===== config.mk =====
export PLATFORM = sky130hd
export DESIGN_NAME = aes_cbc_ctrl
export DESIGN_NICKNAME = d
export VERILOG_FILES = /design/src/rtl/aes_cbc_ctrl.sv
export SDC_FILE = /design/constraint.sdc
export NUM_CORES = 1
export LEC_CHECK = 0
export BUFFER_PORTS_ARGS = -buffer_cell sky130_fd_sc_hd__buf_4
export CELL_PAD_IN_SITES_DETAIL_PLACEMENT = 0
export CELL_PAD_IN_SITES_GLOBAL_PLACEMENT = 1
export CORE_AREA = 2 2 351 353
export CTS_CLUSTER_DIAMETER = 50
export DETAILED_ROUTE_END_ITERATION = 8
export DIE_AREA = 0 0 353 355
export PLACE_DENSITY = 0.49
export REMOVE_ABC_BUFFERS = 1
export SETUP_SLACK_MARGIN = 0.1
export SYNTH_ARGS = -nofsm -noshare
export SYNTH_HDL_FRONTEND = slang
export SYNTH_SLANG_ARGS = --single-unit

===== constraint.sdc =====
create_clock -name clk -period 1.71 [get_ports clk]
set_input_delay 0.171 -clock clk [delete_from_list [all_inputs] [get_ports clk]]
set_output_delay 0.171 -clock clk [all_outputs]
set_load 0.05 [all_outputs]

===== src/rtl/aes_cbc_ctrl.sv =====
// CBC sequencer for the AES-128 core: forms block = pt ^ (iv | last ct), launches, latches result.
// Request edge N -> core_start N+1 -> done L later -> encryption_done held DONE_HOLD; requests while busy are dropped.
module aes_cbc_ctrl #(
   parameter int TIMEOUT_CYCLES = 64,
   parameter int DONE_HOLD      = 4
) (
   input  logic         clk,
   input  logic         rst,
   input  logic         start_encryption,
   input  logic         new_message,
   input  logic [127:0] plaintext,
   input  logic [127:0] key,
   input  logic [127:0] iv,
   output logic         encryption_done,
   output logic [127:0] ciphertext,
   output logic         busy,
   output logic         chain_err,
   output logic         timeout,
   output logic         core_start,
   output logic [127:0] core_key,
   output logic [127:0] core_block,
   input  logic         core_done,
   input  logic [127:0] core_result
);

   localparam int TW = $clog2(TIMEOUT_CYCLES + 1);
   localparam int HW = $clog2(DONE_HOLD + 1);
   localparam logic [TW-1:0] TO_LIM    = TW'(TIMEOUT_CYCLES);
   localparam logic [HW-1:0] HOLD_LAST = HW'(DONE_HOLD - 1);

   typedef enum logic [1:0] {IDLE, LOAD, RUN, DONE} state_t;

   state_t        state, state_nxt;
   logic [TW-1:0] to_cnt, to_cnt_nxt, to_inc;
   logic [HW-1:0] hold_cnt, hold_cnt_nxt;
   logic [127:0]  chain_reg;
   logic          chain_valid;
   logic          accept, use_iv, to_hit, res_take;

   assign use_iv = new_message | ~chain_valid;
   assign to_inc = to_cnt + TW'(1);

   always_comb begin
      state_nxt       = state;
      to_cnt_nxt      = to_cnt;
      hold_cnt_nxt    = hold_cnt;
      busy            = 1'b1;
      core_start      = 1'b0;
      encryption_done = 1'b0;
      accept          = 1'b0;
      to_hit          = 1'b0;
      res_take        = 1'b0;
      case (state)
         IDLE: begin
            busy = 1'b0;
            if (start_encryption) begin
               accept    = 1'b1;
               state_nxt = LOAD;
            end
         end
         LOAD: begin
            core_start = 1'b1;
            to_cnt_nxt = '0;
            state_nxt  = RUN;
         end
         RUN: begin
            // core_done takes priority over the timeout expiring on the same edge
            if (core_done) begin
               res_take     = 1'b1;
               hold_cnt_nxt = '0;
               state_nxt    = DONE;
            end else if (to_inc == TO_LIM) begin
               to_hit    = 1'b1;
               state_nxt = IDLE;
            end else begin
               to_cnt_nxt = to_inc;
            end
         end
         DONE: begin
            encryption_done = 1'b1;
            if (hold_cnt == HOLD_LAST) state_nxt = IDLE;
            else                       hold_cnt_nxt = hold_cnt + HW'(1);
         end
         default: state_nxt = IDLE;
      endcase
   end

   always_ff @(posedge clk) begin
      if (rst) begin
         state       <= IDLE;
         to_cnt      <= '0;
         hold_cnt    <= '0;
         chain_reg   <= '0;
         chain_valid <= 1'b0;
         ciphertext  <= '0;
         core_key    <= '0;
         core_block  <= '0;
         chain_err   <= 1'b0;
         timeout     <= 1'b0;
      end else begin
         state     <= state_nxt;
         to_cnt    <= to_cnt_nxt;
         hold_cnt  <= hold_cnt_nxt;
         chain_err <= accept & ~new_message & ~chain_valid;
         timeout   <= to_hit;
         if (accept) begin
            core_block <= plaintext ^ (use_iv ? iv : chain_reg);
            core_key   <= key;
         end
         if (res_take) begin
            ciphertext  <= core_result;
            chain_reg   <= core_result;
            chain_valid <= 1'b1;
         end
         // an aborted run leaves no trustworthy chaining value
         if (to_hit) chain_valid <= 1'b0;
      end
   end

endmodule

# Word level (Yosys, flattened, before mapping)
# Cells that the tools add are included.
[word_totals]
ff_bits = 399
inputBits = 517
output_inout_bits = 389
[classes]
add_sub_neg = 2
n_eq_ne = 12
mux = 22
bitwise = 6
reduce_logical = 7
[op_table]
columns = ["op", "n"]
rows = [
  ["$mux W128", 1],
  ["$xor A128 B128 Y128", 1],
  ["$mux W7", 2],
  ["$pmux W7 S2", 1],
  ["$ne A2 B2 Y1 const B", 6],
  ["$mux W1", 10],
  ["$reduce_and A3 Y1", 3],
  ["$mux W2", 4],
  ["$pmux W2 S4", 1],
  ["$add A7 B1 Y7 const B", 1],
  ["$eq A7 B7 Y1 const B", 1],
  ["$mux W3", 2],
  ["$pmux W3 S2", 1],
  ["$eq A2 B2 Y1 const B", 2],
  ["$reduce_bool A2 Y1", 2],
  ["$add A3 B1 Y3 const B", 1],
  ["$eq A3 B2 Y1 const B", 1],
  ["$ne A3 B3 Y1 const B", 1],
  ["$and A1 B1 Y1", 2],
  ["$eq A2 B1 Y1 const B", 1],
  ["$logic_not A2 Y1", 1],
  ["$not A1 Y1", 2],
  ["$reduce_or A2 Y1", 1],
  ["$or A1 B1 Y1", 1],
]

# Depth between registers and ports, before layout
# Gate-level depths: netlist of run 1.
[logic_depth]
word_depth = 6
ltp_mapped = 7
depth_no_buf = 6

# Least setup slack after synthesis of run 1
# No wires, ideal clock.
[synth_timing]
kind = "register to register"
from = "register state[1]"
to = "register to_cnt[0]"
setup_time_ns = 0.070
arrival_time_ns = 1.431
required_ns = 1.640
setup_slack_ns = 0.209
stages_incl_launch_ff = 7
n_path_buf = 1
period_less_slack_ns = 1.501
path_cell_list = "dfxtp_1 > or3b_1 > buf_6 > a31oi_4 > a2bb2oi_2 > or2_1 > a21oi_1"
[synth_via]
elab_chain_len = 3
[synth_lines]
columns = ["item", "line", "rtl"]
rows = [
  ["start, declared", "33", "state_t state, state_nxt;"],
  ["start signal, assigned", "101", "state <= state_nxt;"],
  ["$eq A2 B2 Y1 or $eq A2 B1 Y1 (tied branches)", "53", "case (state)"],
  ["$ne A2 B2 Y1 (no source line) or $reduce_bool A2 Y1 (tied branches)", "-", ""],
  ["$reduce_and A3 Y1 (no source line)", "-", ""],
  ["end signal, assigned", "102", "to_cnt <= to_cnt_nxt;"],
  ["end, declared", "34", "logic [TW-1:0] to_cnt, to_cnt_nxt, to_inc;"],
]
# Several ways; a longest one is shown, not always the timed one.
# A chain may end at the register's enable or synchronous reset.

# Worst setup path after layout of run 1
[layout_timing]
from = "register chain_valid"
to = "register core_block[57]"
[layout_via]
elab_chain_len = 4
[layout_lines]
columns = ["item", "line", "rtl"]
rows = [
  ["start, declared", "37", "logic chain_valid;"],
  ["start signal, assigned", "94", "chain_valid <= 1'b0;"],
  ["start signal, assigned", "113", "chain_valid <= 1'b1;"],
  ["start signal, assigned", "116", "if (to_hit) chain_valid <= 1'b0;"],
  ["$not A1 Y1", "40", "assign use_iv = new_message | ~chain_valid;"],
  ["$or A1 B1 Y1", "40", ""],
  ["$mux W128", "107", "core_block <= plaintext ^ (use_iv ? iv : chain_reg);"],
  ["$xor A128 B128 Y128", "107", ""],
  ["end signal, assigned", "107", ""],
  ["end, declared", "21", "output logic [127:0] core_block,"],
]
# No other way between the ends.

==> impl_summary.log, run 1 <==
[metrics] run status: completed
[metrics] Worst Path Max Fanout: 7
[metrics] summed instance area of the synthesized netlist: 16300 um^2
[metrics] most frequent cell on the critical path: sky130_fd_sc_hd__buf_12
[metrics] Critical Setup Path Class: reg -> reg
[metrics] Max-Slew Margin vs Limit: 62.7%
[metrics] post-route clock period utilization: 96.2%
[metrics] Layout area overhead: 118%
[metrics] Finish-stage setup viols: 0
[metrics] H-Tree Depth: 3
[metrics] standard cell core area: 121000 um^2
[metrics] ranking of synthesized cells by area: sky130_fd_sc_hd__dfxtp_1, sky130_fd_sc_hd__nand2_1, sky130_fd_sc_hd__a21oi_1
[metrics] Worst-Skew Late Latency: 0.67 ns
[metrics] number of global-route vias before repair: 20400
[metrics] proportion of netlist area held by the largest area contributor: 48.9%
[metrics] Hold WC Path Type: in -> reg
[metrics] DRC: 0
[metrics] maximum buffer depth of the clock tree: 3
[metrics] proportion of layout cells with a drive suffix above 1: 37.6%
[metrics] final core area utilization: 29.3%
[metrics] worst-case setup margin in the final layout: 0.0643 ns
[metrics] worst reg-to-reg path cell count: 9
[metrics] DPL Wire Length: 76600 um
[metrics] dominant cell type by area after synthesis: sky130_fd_sc_hd__dfxtp_1
[metrics] boundary pin count: 906
[metrics] Final #Nets: 4067
[metrics] gp weighted congestion: 0.788
[metrics] pwr/cell area: 996 nW/um^2
[metrics] type of destination of the critical path: flop
[metrics] Layout Skew: 0.0317 ns
[metrics] global-route wire length before repair: 140000 um
[metrics] overall power after layout: 35400 uW
[metrics] Tmin final: 1.65 ns
[metrics] unrepaired setup endpoints after global routing: yes
[metrics] Hold Violations, Final: 0
[metrics] FP Rows: 128
[metrics] cell depth of the worst hold path: 6
[metrics] Synth Warn #: 0
[metrics] fin area: 35600 um^2
[metrics] Fmax: 608 MHz
[metrics] number of sinks driven by the clock tree: 399
[metrics] dpl ws: -0.0543 ns
[metrics] largest net degree at the start of global routing: 45
[metrics] fin. max-slew vios: 0
[metrics] total routed wirelength: 102000 um
[metrics] Initial Util: 13.5%
[metrics] CP max stage delay: 0.35 ns
[metrics] count of max-cap constraint violations: 0
[metrics] per-instance average area after synthesis: 8.03 um^2
[metrics] count of TritonRoute iterations in the first routing pass: 5
[metrics] post-route antenna net violation count: 0
[metrics] Initial DRC Count: 846
[metrics] leakage dissipation: 0.0152 uW
[metrics] startpoint types: flop
[metrics] total track usage: 15.2%
[metrics] Mapped Cells: 2035
[metrics] sum of overflow across all layers after global routing: 0
[metrics] Num CTS Buffers: 78
[metrics] total negative setup slack: 0 ns
[metrics] TritonCTS clock tree: built
[metrics] worst slew pin tran: 0.560 ns
[metrics] Worst-path clk slew: 0.05 ns
[metrics] number of distinct standard cells referenced by the synthesized netlist: 41
[metrics] post-synthesis sequential area ratio: 48.9%
[metrics] number of input and output port buffers inserted: 905
[metrics] Crit-path slowest cell: sky130_fd_sc_hd__dfxtp_4
[metrics] WP data arrival: 2.24 ns
[metrics] number of inserted filler cells in the final layout: 13200
[metrics] total vias in the final route: 19600
[metrics] Die Height: 355 um
[metrics] cell area reported after detailed placement: 25900 um^2
[metrics] chip width: 353 um
[metrics] antenna violations before repair: 29
[metrics] critical path cell sequence: nand2b_4 -> buf_8 -> buf_12 -> buf_12 -> buf_16 -> mux2i_4 -> xnor2_1 -> nand2_1 -> a21oi_1
[metrics] full die area: 125000 um^2
[metrics] maximum resistive drop on vdd: 715 uV
[metrics] Synth Register Bits: 399
[metrics] required time at the endpoint of the critical path: 2.30 ns
[metrics] via density per instance: 3.75
[metrics] wire length per cell after detailed routing: 19.4 um
[metrics] clock root buffer: sky130_fd_sc_hd__clkbuf_16
## repair_timing
item,4_1_cts,5_1_grt
endpoints found under the setup margin,89,204
hold buffers,509,0
gates resized for setup,104,162
gates cloned,6,7
pin swaps,37,151
hold endpoints to repair,391,0
buffers inserted,19,9
## cell usage in the layout (no fill, tap or decap), types with 39 or more instances in the layout
master,Yosys,layout
sky130_fd_sc_hd__buf_4,2,985
sky130_fd_sc_hd__a21oi_2,1,41
sky130_fd_sc_hd__nand2_1,777,775
sky130_fd_sc_hd__mux2i_1,128,50
sky130_fd_sc_hd__dfxtp_1,399,385
sky130_fd_sc_hd__dlygate4sd3_1,0,509
sky130_fd_sc_hd__mux2i_4,0,43
sky130_fd_sc_hd__xnor2_1,129,123
sky130_fd_sc_hd__clkbuf_16,0,88
sky130_fd_sc_hd__buf_12,0,39
sky130_fd_sc_hd__a21oi_1,390,349
## final timing paths
kind / start / end / slack [ns]
worst min register to register: core_block[38] / core_block[38] / 0.45
worst min-delay path: iv[87] / core_block[87] / 0.08
worst max register to register: chain_valid / core_block[57] / 0.06
worst max-delay path: chain_valid / core_block[57] / 0.06
## worst max-delay path, delay by kind of cell (launching register included)
kind	cells	cell delay (ns)
buffers and inverters	4	0.57
DFF	1	0.35
muxes	1	0.24
and+or+nand+nor	2	0.16
xor gates and xnor gates	1	0.14
AOI/OAI and AO/OA	1	0.11
## where the power goes
group / internal, uW / leakage, uW / switching (uW)
clock: 10900 / 0.00133 / 5690
combinational: 3680 / 0.0106 / 4850
sequential: 9920 / 0.00326 / 420
## per-stage QoR
stage | instances | hold WS [ns]
after global placement | 4545 | 0.363
after floorplan | 1889 | 0.240
final | 5242 | 0.0805
after global routing | 5240 | 0.0681
after CTS | 5221 | 0.00362
after detailed placement | 4545 | 0.355
## area by class of cell
cell class	count	area, um^2	area share, %
clock inverters	42	591	1.66
well taps	1625	2030	5.72
flip-flops and latches	399	8010	22.5
inverters	5	23.8	0.0669
repair buffers	1577	14000	39.4
multi-input cells	1486	8670	24.4
clock buffers	100	2190	6.16
diodes	8	20.0	0.0563
## logic make-up after synthesis
group,share of synthesized area (%)
compound gates,12.8
xor+xnor,6.91
fa+ha+maj,0.230
buf+inv,3.99
flops,48.9
mux,7.91
simple gates,19.2
## cell usage after synthesis (all sizes together)
cell,count
a2bb2oi,1
a21boi,1
nand4b,1
or3b,1
or2b,1
inv,5
and2,4
or2,3
nand2,777
and3,1
nor4,1
nor2b,3
nand3,4
nand3b,1
mux2i,128
clkbuf,84
nor2,11
o21ai,2
nor3,1
or3,2
nand2b,3
a311oi,2
dfxtp,399
a31oi,4
nor3b,1
a22oi,1
a21oi,391
nand4,2
mux2,1
o211ai,2
buf,62
ha,3
a211o,2
xnor2,129
o41ai,1
## routing by layer
layer | track usage, % | up-vias | wire length (um)
li1 | - | 9707 | -
met1 | 17.4 | 9115 | 41200
met2 | 26.7 | 661 | 50500
met3 | 4.88 | 158 | 7240
met4 | 4.96 | 4 | 2590
met5 | 0 | - | 25
(Power assumes the default switching activity.)
==> run 2: changes to the inputs <==
--- a/config.mk
+++ b/config.mk
@@ -12,7 +12,7 @@
 export CTS_CLUSTER_DIAMETER = 50
 export DETAILED_ROUTE_END_ITERATION = 8
 export DIE_AREA = 0 0 353 355
-export PLACE_DENSITY = 0.49
+export PLACE_DENSITY_LB_ADDON = 0.1
 export REMOVE_ABC_BUFFERS = 1
 export SETUP_SLACK_MARGIN = 0.1
 export SYNTH_ARGS = -nofsm -noshare
==> run 2 against run 1 <==
Net effect: non-clock buffer count is 31 lower; largest power group unchanged; utilization decreased by 0.10 points; clock skew decreased by 0.0072 ns; first-iteration DRC count fell by 17%; sequential power hardly changed; via count hardly changed; global-route usage decreased by 0.89 points; register-to-register slack barely moved.
==> impl_summary.log, run 2 (same netlist as run 1, synthesis figures left out) <==
[metrics] Fmax: 585 MHz (-3.7%)
[metrics] Tmin final: 1.71 ns (+0.0626 ns)
[metrics] chip width: 353 um (unchanged)
[metrics] type of destination of the critical path: output pin
[metrics] antenna violations before repair: 7 (-76%)
[metrics] Reg2Reg Launch Point: chain_valid
[metrics] run status: completed
[metrics] TritonCTS clock tree: built
[metrics] endpoint of the worst register-to-register path: core_block[81]
[metrics] WP data arrival: 1.54 ns (-0.70 ns)
[metrics] worst reg-to-reg path cell count: 8 (-1)
[metrics] number of input and output port buffers inserted: 905 (unchanged)
[metrics] required time at the endpoint of the critical path: 1.54 ns (-0.76 ns)
[metrics] Min-Delay Endpoint: core_block[5]
[metrics] count of max-cap constraint violations: 0 (unchanged)
[metrics] total vias in the final route: 19600 (-0.092%)
[metrics] largest net degree at the start of global routing: 65 (+44%)
[metrics] net load switching power: 11100 uW (+0.82%)
[metrics] setup slack on the worst flop-to-flop path: 0.05 ns (about the same)
[metrics] launch point of the critical path: state[1]
[metrics] Hold Violations, Final: 0 (unchanged)
[metrics] sum of overflow across all layers after global routing: 0 (unchanged)
[metrics] number of sinks driven by the clock tree: 399 (unchanged)
[metrics] global-route wire length before repair: 135000 um (-3.2%)
[metrics] worst min-delay path startpoint: iv[5]
[metrics] post-route antenna net violation count: 0 (unchanged)
[metrics] maximum resistive drop on vdd: 735 uV (+2.9%)
[metrics] number of global-route vias before repair: 20900 (+2.4%)
[metrics] power share of the combinational group: 22.9% (-1.2 points)
[metrics] post-route clock period utilization: 99.9% (+3.7 points)
[metrics] unrepaired setup endpoints after global routing: yes
[metrics] pwr/cell area: 1030 nW/um^2 (+3.1%)
[metrics] leakage dissipation: 0.0152 uW (+0.48%)
[metrics] total track usage: 14.3% (-0.89 points)
[metrics] Initial DRC Count: 702 (-17%)
[metrics] overall power after layout: 36400 uW (+2.7%)
[metrics] Critical Setup Path Class: reg -> out
[metrics] clock root buffer: sky130_fd_sc_hd__clkbuf_16
[metrics] FP Rows: 128 (unchanged)
[metrics] Worst Path Max Fanout: 4 (-3)
[metrics] gp weighted congestion: 0.797 (+1.1%)
[metrics] via density per instance: 3.76 (+0.23%)
[metrics] Worst-path clk slew: 0.05 ns (about the same)
[metrics] count of TritonRoute iterations in the first routing pass: 4 (-1)
[metrics] cell depth of the worst hold path: 5 (-1)
[metrics] H-Tree Depth: 3 (unchanged)
[metrics] worst slew pin tran: 0.386 ns (-0.174 ns)
[metrics] Die Height: 355 um (unchanged)
[metrics] Layout area overhead: 117%
[metrics] Max-Slew Margin vs Limit: 74.2% (+12 points)
[metrics] sequential fraction of design power: 28.4% (-0.8 points)
[metrics] standard cell core area: 121000 um^2 (unchanged)
[metrics] Num CTS Buffers: 86 (+10%)
[metrics] total negative setup slack: 0 ns (unchanged)
[metrics] switching portion of total power: 30.4% (-0.57 points)
[metrics] wire length per cell after detailed routing: 18.0 um (-7.2%)
[metrics] final core area utilization: 29.2% (-0.10 points)
[metrics] maximum buffer depth of the clock tree: 3 (unchanged)
[metrics] DRC: 0 (unchanged)
[metrics] full die area: 125000 um^2 (unchanged)
[metrics] fin. max-slew vios: 0 (unchanged)
[metrics] boundary pin count: 906 (unchanged)
[metrics] Layout Skew: 0.0245 ns (-0.00719 ns)
[metrics] Worst-Skew Late Latency: 0.64 ns (-0.03 ns)
[metrics] proportion of power drawn by the clock network: 48.7% (+2.0 points)
[metrics] most common library cell in the layout ignoring fill and taps: sky130_fd_sc_hd__buf_4
[metrics] Hold WC Path Type: in -> reg
[metrics] startpoint types: flop
[metrics] internal portion of total power: 25300 uW (+3.6%)
[metrics] total routed wirelength: 93900 um (-7.5%)
[metrics] DPL Wire Length: 70100 um (-8.4%)
[metrics] proportion of layout cells with a drive suffix above 1: 37.0% (-0.58 points)
[metrics] Initial Util: 13.5% (unchanged)
[metrics] Final #Nets: 4043 (-0.59%)
[metrics] Finish-stage setup viols: 0 (unchanged)
[metrics] most used cells in the layout excluding fill and tap cells: sky130_fd_sc_hd__buf_4, sky130_fd_sc_hd__nand2_1, sky130_fd_sc_hd__dlygate4sd3_1
==> run 2: cell types whose count changed in the layout (fill, tap and decap cells not counted), moves of 7 or more <==
cell	change
sky130_fd_sc_hd__buf_4	-17
sky130_fd_sc_hd__buf_6	-10
sky130_fd_sc_hd__dfxtp_1	+7
sky130_fd_sc_hd__mux2i_1	+9
sky130_fd_sc_hd__mux2i_4	-7
sky130_fd_sc_hd__xnor2_1	-12
sky130_fd_sc_hd__xnor2_2	+11
==> run 2: timing repair <==
item | in CTS | in global routing
endpoints found under the hold margin | 388 | 0
pin swaps | 85 | 126
hold buffers | 509 | 0
resized for setup | 80 | 155
gates cloned | 6 | 3
setup endpoints to repair | 21 | 134
buffers inserted | 8 | 8
==> run 2: how the worst max path moves through the flow <==
stage | to | depth (start not counted)
finish | core_start | 5
global route | core_start | 5
CTS | core_start | 5
detailed placement | core_block[126] | 8
global placement | core_block[126] | 8
floorplan | core_block[0] | 5
==> run 2: critical path, cell delays in order, from the launching register on <==
cell,delay [ns]
sky130_fd_sc_hd__dfxtp_2,0.34
sky130_fd_sc_hd__buf_6,0.12
sky130_fd_sc_hd__nand2b_4,0.14
sky130_fd_sc_hd__buf_6,0.12
sky130_fd_sc_hd__inv_4,0.05
sky130_fd_sc_hd__buf_12,0.13
==> run 2: metal layers <==
metal	vias up	global-route usage (%)	part of all wire [%]
li1	9662	-	-
met1	9155	15.8	39
met2	661	25.3	50
met3	145	5.09	8.0
met4	4	5.19	3.3
met5	-	0	0.030
==> run 2: power groups by stage <==
| stage | Clock (uW) | Combinational, uW | Sequential (uW) |
|---|---|---|---|
| floorplan | 0 | 1810 | 12400 |
| global placement | 0 | 7100 | 10500 |
| detailed placement | 0 | 7100 | 10500 |
| CTS | 18400 | 8280 | 10300 |
| global route | 18800 | 8890 | 10400 |
| finish | 17700 | 8340 | 10300 |
==> run 2: layout make-up <==
| cell class | instances | area (um^2) |
|---|---|---|
| repair buffers | 1546 | 13700 |
| diodes | 5 | 12.5 |
| fillers | 13200 | 86000 |
| well taps | 1625 | 2030 |
| flip-flops and latches | 399 | 8000 |
| multi-input cells | 1485 | 8610 |
| clock buffers | 115 | 2430 |
| inverters | 5 | 21.3 |
| clock inverters | 45 | 628 |
==> run 2: per-stage QoR <==
stage | cells | cell area, um^2 | worst slack [ns] | hold slack (ns)
floorplan | 1889 | 15700 | -4.03 | 0.240
global placement | 4529 | 25800 | 0.00440 | 0.372
detailed placement | 4529 | 25800 | 0.0144 | 0.372
CTS | 5212 | 34500 | -0.0856 | 0.00389
global route | 5225 | 35400 | -0.0864 | 0.0159
finish | 5225 | 35400 | 0.00172 | 0.0506
